`src/rtl/lcd_pkg.sv`:
```
// Shared types and constants for the LCD bus arbiter: FSM states, default
// timing (50 MHz clock) and the slow-executing clear/home command codes.
package lcd_pkg;

   typedef enum logic [2:0] {
      ST_IDLE  = 3'd0,
      ST_SETUP = 3'd1,
      ST_PULSE = 3'd2,
      ST_HOLD  = 3'd3,
      ST_WAIT  = 3'd4
   } lcd_state_e;

   localparam int unsigned T_SU_DEF   = 2;
   localparam int unsigned T_PW_DEF   = 16;
   localparam int unsigned T_HOLD_DEF = 2;
   localparam int unsigned T_WAIT_DEF = 2000;   // 40 us
   localparam int unsigned T_LONG_DEF = 82000;  // 1.64 ms

   localparam logic [7:0] CMD_CLEAR = 8'h01;
   localparam logic [7:0] CMD_HOME  = 8'h02;

   function automatic int unsigned max_u(input int unsigned a, input int unsigned b);
      return (a > b) ? a : b;
   endfunction

   // Clear and home are the only instructions needing the long execution wait.
   function automatic logic is_long_cmd(input logic rs, input logic [7:0] data);
      return !rs && ((data == CMD_CLEAR) || (data == CMD_HOME));
   endfunction

endpackage

```
`src/rtl/lcd_delay_counter.sv`:
```
// Loadable down-counter that times every FSM state; zero_o flags the last
// cycle of the loaded duration.
module lcd_delay_counter #(
   parameter int unsigned CW = 17
) (
   input  logic          clk,
   input  logic          rst_n,
   input  logic          load_i,
   input  logic [CW-1:0] load_val_i,
   output logic          zero_o
);

   logic [CW-1:0] cnt_q;

   // NOTE: sequential state uses non-blocking assignments so every register
   // samples the pre-edge values, independent of process ordering.
   always_ff @(posedge clk or negedge rst_n) begin
      if (!rst_n) begin
         cnt_q <= '0;
      end else if (load_i) begin
         cnt_q <= load_val_i;
      end else if (cnt_q != '0) begin
         cnt_q <= cnt_q - CW'(1);
      end
   end

   assign zero_o = (cnt_q == '0);

endmodule

```
`src/rtl/lcd_bus_arbiter.sv`:
```
// Two-port round-robin arbiter that serialises byte writes onto an HD44780
// style LCD bus with setup / enable pulse / hold / execution-wait timing.
module lcd_bus_arbiter
   import lcd_pkg::*;
#(
   parameter int unsigned T_SU   = T_SU_DEF,
   parameter int unsigned T_PW   = T_PW_DEF,
   parameter int unsigned T_HOLD = T_HOLD_DEF,
   parameter int unsigned T_WAIT = T_WAIT_DEF,
   parameter int unsigned T_LONG = T_LONG_DEF
) (
   input  logic       iCLK,
   input  logic       iRST_N,
   input  logic       iREQ0,
   input  logic       iREQ1,
   input  logic       iRS0,
   input  logic       iRS1,
   input  logic [7:0] iDATA0,
   input  logic [7:0] iDATA1,
   output logic       oACK0,
   output logic       oACK1,
   output logic       oBUSY,
   output logic       LCD_EN,
   output logic       LCD_RS,
   output logic       LCD_RW,
   output logic [7:0] LCD_DATA
);

   localparam int unsigned T_MAX = max_u(max_u(T_SU, T_PW), max_u(max_u(T_HOLD, T_WAIT), T_LONG));
   localparam int unsigned CW    = (T_MAX > 1) ? $clog2(T_MAX) : 1;

   lcd_state_e    state_q, state_d;
   logic          rs_q, rs_d;
   logic [7:0]    data_q, data_d;
   logic          en_q, en_d;
   logic          ack0_q, ack0_d;
   logic          ack1_q, ack1_d;
   logic          last1_q, last1_d;   // 1 = port 1 was granted most recently
   logic          grant1;
   logic          cnt_load;
   logic [CW-1:0] cnt_val;
   logic          cnt_zero;

   lcd_delay_counter #(.CW(CW)) u_delay (
      .clk        (iCLK),
      .rst_n      (iRST_N),
      .load_i     (cnt_load),
      .load_val_i (cnt_val),
      .zero_o     (cnt_zero)
   );

   // Port 1 wins when it is alone, or when both request and port 0 went last.
   assign grant1 = iREQ1 && (!iREQ0 || !last1_q);

   // NOTE: every signal written here gets a default first, so no path
   // through the case leaves one unassigned and no latch is inferred.
   always_comb begin
      state_d  = state_q;
      rs_d     = rs_q;
      data_d   = data_q;
      last1_d  = last1_q;
      ack0_d   = 1'b0;
      ack1_d   = 1'b0;
      cnt_load = 1'b0;
      cnt_val  = '0;

      case (state_q)
         ST_IDLE: begin
            if (iREQ0 || iREQ1) begin
               state_d  = ST_SETUP;
               cnt_load = 1'b1;
               cnt_val  = CW'(T_SU - 1);
               last1_d  = grant1;
               ack0_d   = !grant1;
               ack1_d   = grant1;
               rs_d     = grant1 ? iRS1 : iRS0;
               data_d   = grant1 ? iDATA1 : iDATA0;
            end
         end
         ST_SETUP: begin
            if (cnt_zero) begin
               state_d  = ST_PULSE;
               cnt_load = 1'b1;
               cnt_val  = CW'(T_PW - 1);
            end
         end
         ST_PULSE: begin
            if (cnt_zero) begin
               state_d  = ST_HOLD;
               cnt_load = 1'b1;
               cnt_val  = CW'(T_HOLD - 1);
            end
         end
         ST_HOLD: begin
            if (cnt_zero) begin
               state_d  = ST_WAIT;
               cnt_load = 1'b1;
               cnt_val  = is_long_cmd(rs_q, data_q) ? CW'(T_LONG - 1) : CW'(T_WAIT - 1);
            end
         end
         ST_WAIT: begin
            if (cnt_zero) begin
               state_d = ST_IDLE;
            end
         end
         default: begin
            state_d = ST_IDLE;
         end
      endcase

      // Enable is registered from the next state so the pin never glitches.
      en_d = (state_d == ST_PULSE);
   end

   always_ff @(posedge iCLK or negedge iRST_N) begin
      if (!iRST_N) begin
         state_q <= ST_IDLE;
         rs_q    <= 1'b0;
         data_q  <= 8'h00;
         en_q    <= 1'b0;
         ack0_q  <= 1'b0;
         ack1_q  <= 1'b0;
         last1_q <= 1'b1;
      end else begin
         state_q <= state_d;
         rs_q    <= rs_d;
         data_q  <= data_d;
         en_q    <= en_d;
         ack0_q  <= ack0_d;
         ack1_q  <= ack1_d;
         last1_q <= last1_d;
      end
   end

   assign oACK0    = ack0_q;
   assign oACK1    = ack1_q;
   assign oBUSY    = (state_q != ST_IDLE);
   assign LCD_EN   = en_q;
   assign LCD_RS   = rs_q;
   assign LCD_RW   = 1'b0;
   assign LCD_DATA = data_q;

endmodule

```
`config.mk`:
```
export PLATFORM = sky130hd
export DESIGN_NAME = lcd_bus_arbiter
export DESIGN_NICKNAME = d
export VERILOG_FILES = /design/src/rtl/lcd_pkg.sv /design/src/rtl/lcd_delay_counter.sv /design/src/rtl/lcd_bus_arbiter.sv
export SDC_FILE = /design/constraint.sdc
export NUM_CORES = 1
export LEC_CHECK = 0
export BUFFER_PORTS_ARGS = -buffer_cell sky130_fd_sc_hd__buf_2
export CORE_ASPECT_RATIO = 1.2
export CORE_MARGIN = 2
export CORE_UTILIZATION = 54
export CTS_CLUSTER_DIAMETER = 200
export DETAILED_ROUTE_END_ITERATION = 6
export PLACE_DENSITY = 0.79
export RECOVER_POWER = 25
export SYNTH_ARGS = -nofsm -noshare
export SYNTH_HDL_FRONTEND = slang
export SYNTH_SLANG_ARGS = --single-unit
```
`constraint.sdc`:
```
create_clock -name iCLK -period 2.4 [get_ports iCLK]
set_clock_uncertainty 0.05 [all_clocks]
set_input_delay 0.36 -clock iCLK [delete_from_list [all_inputs] [get_ports iCLK]]
set_output_delay 0.36 -clock iCLK [all_outputs]
set_load 0.01 [all_outputs]
```
==> impl_metrics.ini <==
[synthesis]
ys_ff_latch = 33
syn_area_um2 = 1760
synth_edf_count = 0
netlist_top_cells_count = nand2_1 (43), dfrtp_1 (32), a22oi_1 (9), nor2_1 (9), xnor2_1 (9)
synth_flop_cell = dfrtp_1
synth_fa_ha_area_share_pct = 1.42
yosysSeqAreaShare_pct = 47.0
synth-compound-area-share_pct = 11.4
ys_async_sr_fraction_pct = 100
synth_top_family_by_area = simple AND/OR/NAND/NOR gates
synth.area.mux_share_pct = 0.569
syn_inst = 178
synth_area_leader_cell = dfrtp_1
yosysMostFrequentCell = nand2_1
synth_top_area_share_pct = 45.5
syn_nets = 202
synth.area.top_cells = dfrtp_1 (45%), nand2_1 (9.2%), xnor2_1 (4.5%)
synth_cell_types = 41
ys.warnings.count = 0
synth_xor_area_share_pct = 5.97
synthSimpleGateAreaFrac_pct = 29.6
synth.avg_cell_area_um2 = 9.89

[die]
initial_core_util_pct = 57.1
fp.dieH_um = 66.5
core_region_area_um2 = 3080
rows = 22
chipWidth_um = 56.1
dieArea_um2 = 3730
ios = 36

[layout]
fin_area_um2 = 1990
num_antenna_cells = 0
nets = 238
drive_gt1_share_pct = 24.2
area_growth_pct = 12.9

[global_route]
antenna_found_initial = 0
grt_pass1_vias = 1383
gr-usage-all-layers_pct = 21.8
grt_max_degree = 34
grt-ovfl-total = 0
grt_pass1_wl_um = 6170

[setup_path]
cp.required_ns = 2.55
start_kind = register
crit_fanout = 10
r2r_slack_ns = 0.34
endpoint_kind = register
path_class = reg -> reg
worstPathArrival_ns = 2.21

[pwr]
irDropWorstVdd_mv = 0.365
p_leak_nw = 0.963
pwr_density_cell_nw_per_um2 = 440

[routing]
wl_um = 3470
ant_nets = 0
via_count = 1392
wl_per_cell_um = 13.8
dr.pass1.iters = 4
drt-initial-drc-count = 42
drc = 0
viasPerCell = 5.55

[cts]
clock_latency_ns = 0.33
cts-resized-gates = 0
cts_tree = yes
cts_buffer_depth = 2
cts_max_level = 2
cts_buffers = 5
cts.clk_slew.worst_paths_ns = 0.10
root_buffer = clkbuf_4
cts.sinks = 33
cts_setup_buffers = 0
cts_hold_buffers = 0

[placed_design]
dpl-instance-area_um2 = 1940
finalWeightedCongestion = 0.820
dp_hpwl_um = 2620
port_buffers = 34

[sta]
relSlewSlack_pct = -16.2
setup_viol = 0
fin_crit_sh_pct = 85.7
period_needed_ns = 2.06
drv_slew = 34
hold_violations = 0
rsz0062_at_grt = false
timing.fmax_mhz = 486
worst_pin_slew_ns = 1.74
fin_tns_setup_ns = 0

[outcome]
status = finished, violations left
violations = capacitance limit, slew limit

[run]
drv_cap = 1

[hold_path]
hp-class = in -> reg
-- worst max-delay path, stage by stage, from the launching register on --
cell and delay (ns):
dfrtp_1 0.42, inv_1 0.12, ha_1 0.15, nor4b_4 0.33, and4_1 0.53, nor4_2 0.10
xnor2_1 0.15, o22ai_1 0.09
-- metal layers --
metal  routed length, um  vias up  track usage, %
met1                1530      649            24.8
met3                 157        8            5.24
met2                1710       38            38.2
met4                  72        0            10.7
li1                    -      697               -
met5                   0        -               0
-- metrics by stage --
stage / hold WS, ns / worst slack, ns / power (mW) / instances / utilization, %
floorplan: 0.0144 / 0.586 / 0.569 / 178 / -
global placement: 0.399 / 0.424 / 0.594 / 243 / 62.9
detailed placement: 0.413 / 0.348 / 0.596 / 243 / 62.9
CTS: 0.0294 / 0.345 / 0.894 / 251 / 64.5
global route: 0.177 / 0.147 / 0.914 / 251 / 64.4
finish: 0.194 / 0.343 / 0.874 / 251 / 64.4
-- where the power goes --
| part | switching (mW) | leakage (nW) | internal [mW] |
|---|---|---|---|
| combinational | 0.0160 | 0.532 | 0.0117 |
| clock | 0.177 | 0.0293 | 0.114 |
| sequential | 0 | 0.401 | 0.556 |
| total | 0.193 | 0.963 | 0.681 |
-- path summary, 6_finish.rpt --
kind | start | end | cells past startpoint
worst max-delay path | u_delay.cnt_q[0]$_DFFE_PN0P_ | u_delay.cnt_q[6]$_DFFE_PN0P_ | 7
worst max register to register | u_delay.cnt_q[0]$_DFFE_PN0P_ | u_delay.cnt_q[6]$_DFFE_PN0P_ | 7
worst min-delay path | iDATA0[2] | LCD_DATA[2]$_DFFE_PN0P_ | 3
min in group asynchronous | iRST_N | u_delay.cnt_q[16]$_DFFE_PN0P_ | 1
max in group asynchronous | iRST_N | state_q[1]$_DFF_PN0_ | 1
worst min register to register | LCD_DATA[3]$_DFFE_PN0P_ | LCD_DATA[3]$_DFFE_PN0P_ | 2
-- state kept, by name, indices dropped and copies added, names as in the netlist --
name and flops:
state_q 3, oACK0 1, u_delay.cnt_q 17, oACK1 1
last1_q 1, LCD_RS 1, LCD_EN 1, LCD_DATA 8
-- cells by family (layout without fill, tap and decap cells) --
logic type / after synthesis / in the layout
simple gates: 89 / 89
flops: 33 / 33
compound gates: 29 / 29
xor+xnor: 12 / 12
buf+inv: 11 / 48
fa+ha+maj: 2 / 2
other cells: 1 / 1
mux: 1 / 1
-- final cells by class --
cell class,instances,area [um2]
multi-input combinational,134,866
clock buffer,7,45.0
tap,36,45.0
clock inverter,1,5.00
timing repair buffer,36,184
sequential,33,827
fill,258,1100
inverter,4,15.0
-- placed cells by master (no fill, tap or decap), drive strengths merged --
| cell type | Yosys | final |
|---|---|---|
| nand2 | 43 | 43 |
| buf | 4 | 35 |
| dfrtp | 32 | 32 |
| nor2 | 9 | 9 |
| xnor2 | 9 | 9 |
| a22oi | 9 | 9 |
| a21oi | 8 | 8 |
| clkbuf | 3 | 8 |
| nor4 | 8 | 8 |
| o21ai | 6 | 6 |
| or3 | 5 | 5 |
| nand4 | 5 | 5 |
| inv | 4 | 4 |
| nor3 | 4 | 4 |
| nand3 | 4 | 4 |
| xor2 | 3 | 3 |
| and3 | 2 | 2 |
| or4 | 2 | 2 |
| ha | 2 | 2 |
| nor4b | 1 | 1 |
| and4 | 1 | 1 |
| nor2b | 1 | 1 |
| o21bai | 1 | 1 |
| and2 | 1 | 1 |
| nor3b | 1 | 1 |
| o31ai | 1 | 1 |
| o31a | 1 | 1 |
| a211o | 1 | 1 |
| nand2b | 1 | 1 |
| mux2i | 1 | 1 |
| nand3b | 1 | 1 |
| o22ai | 1 | 1 |
| a21o | 1 | 1 |
| conb | 1 | 1 |
| clkinv | 0 | 1 |
| dfstp | 1 | 1 |
No activity file was read; power rests on OpenSTA's default activity.
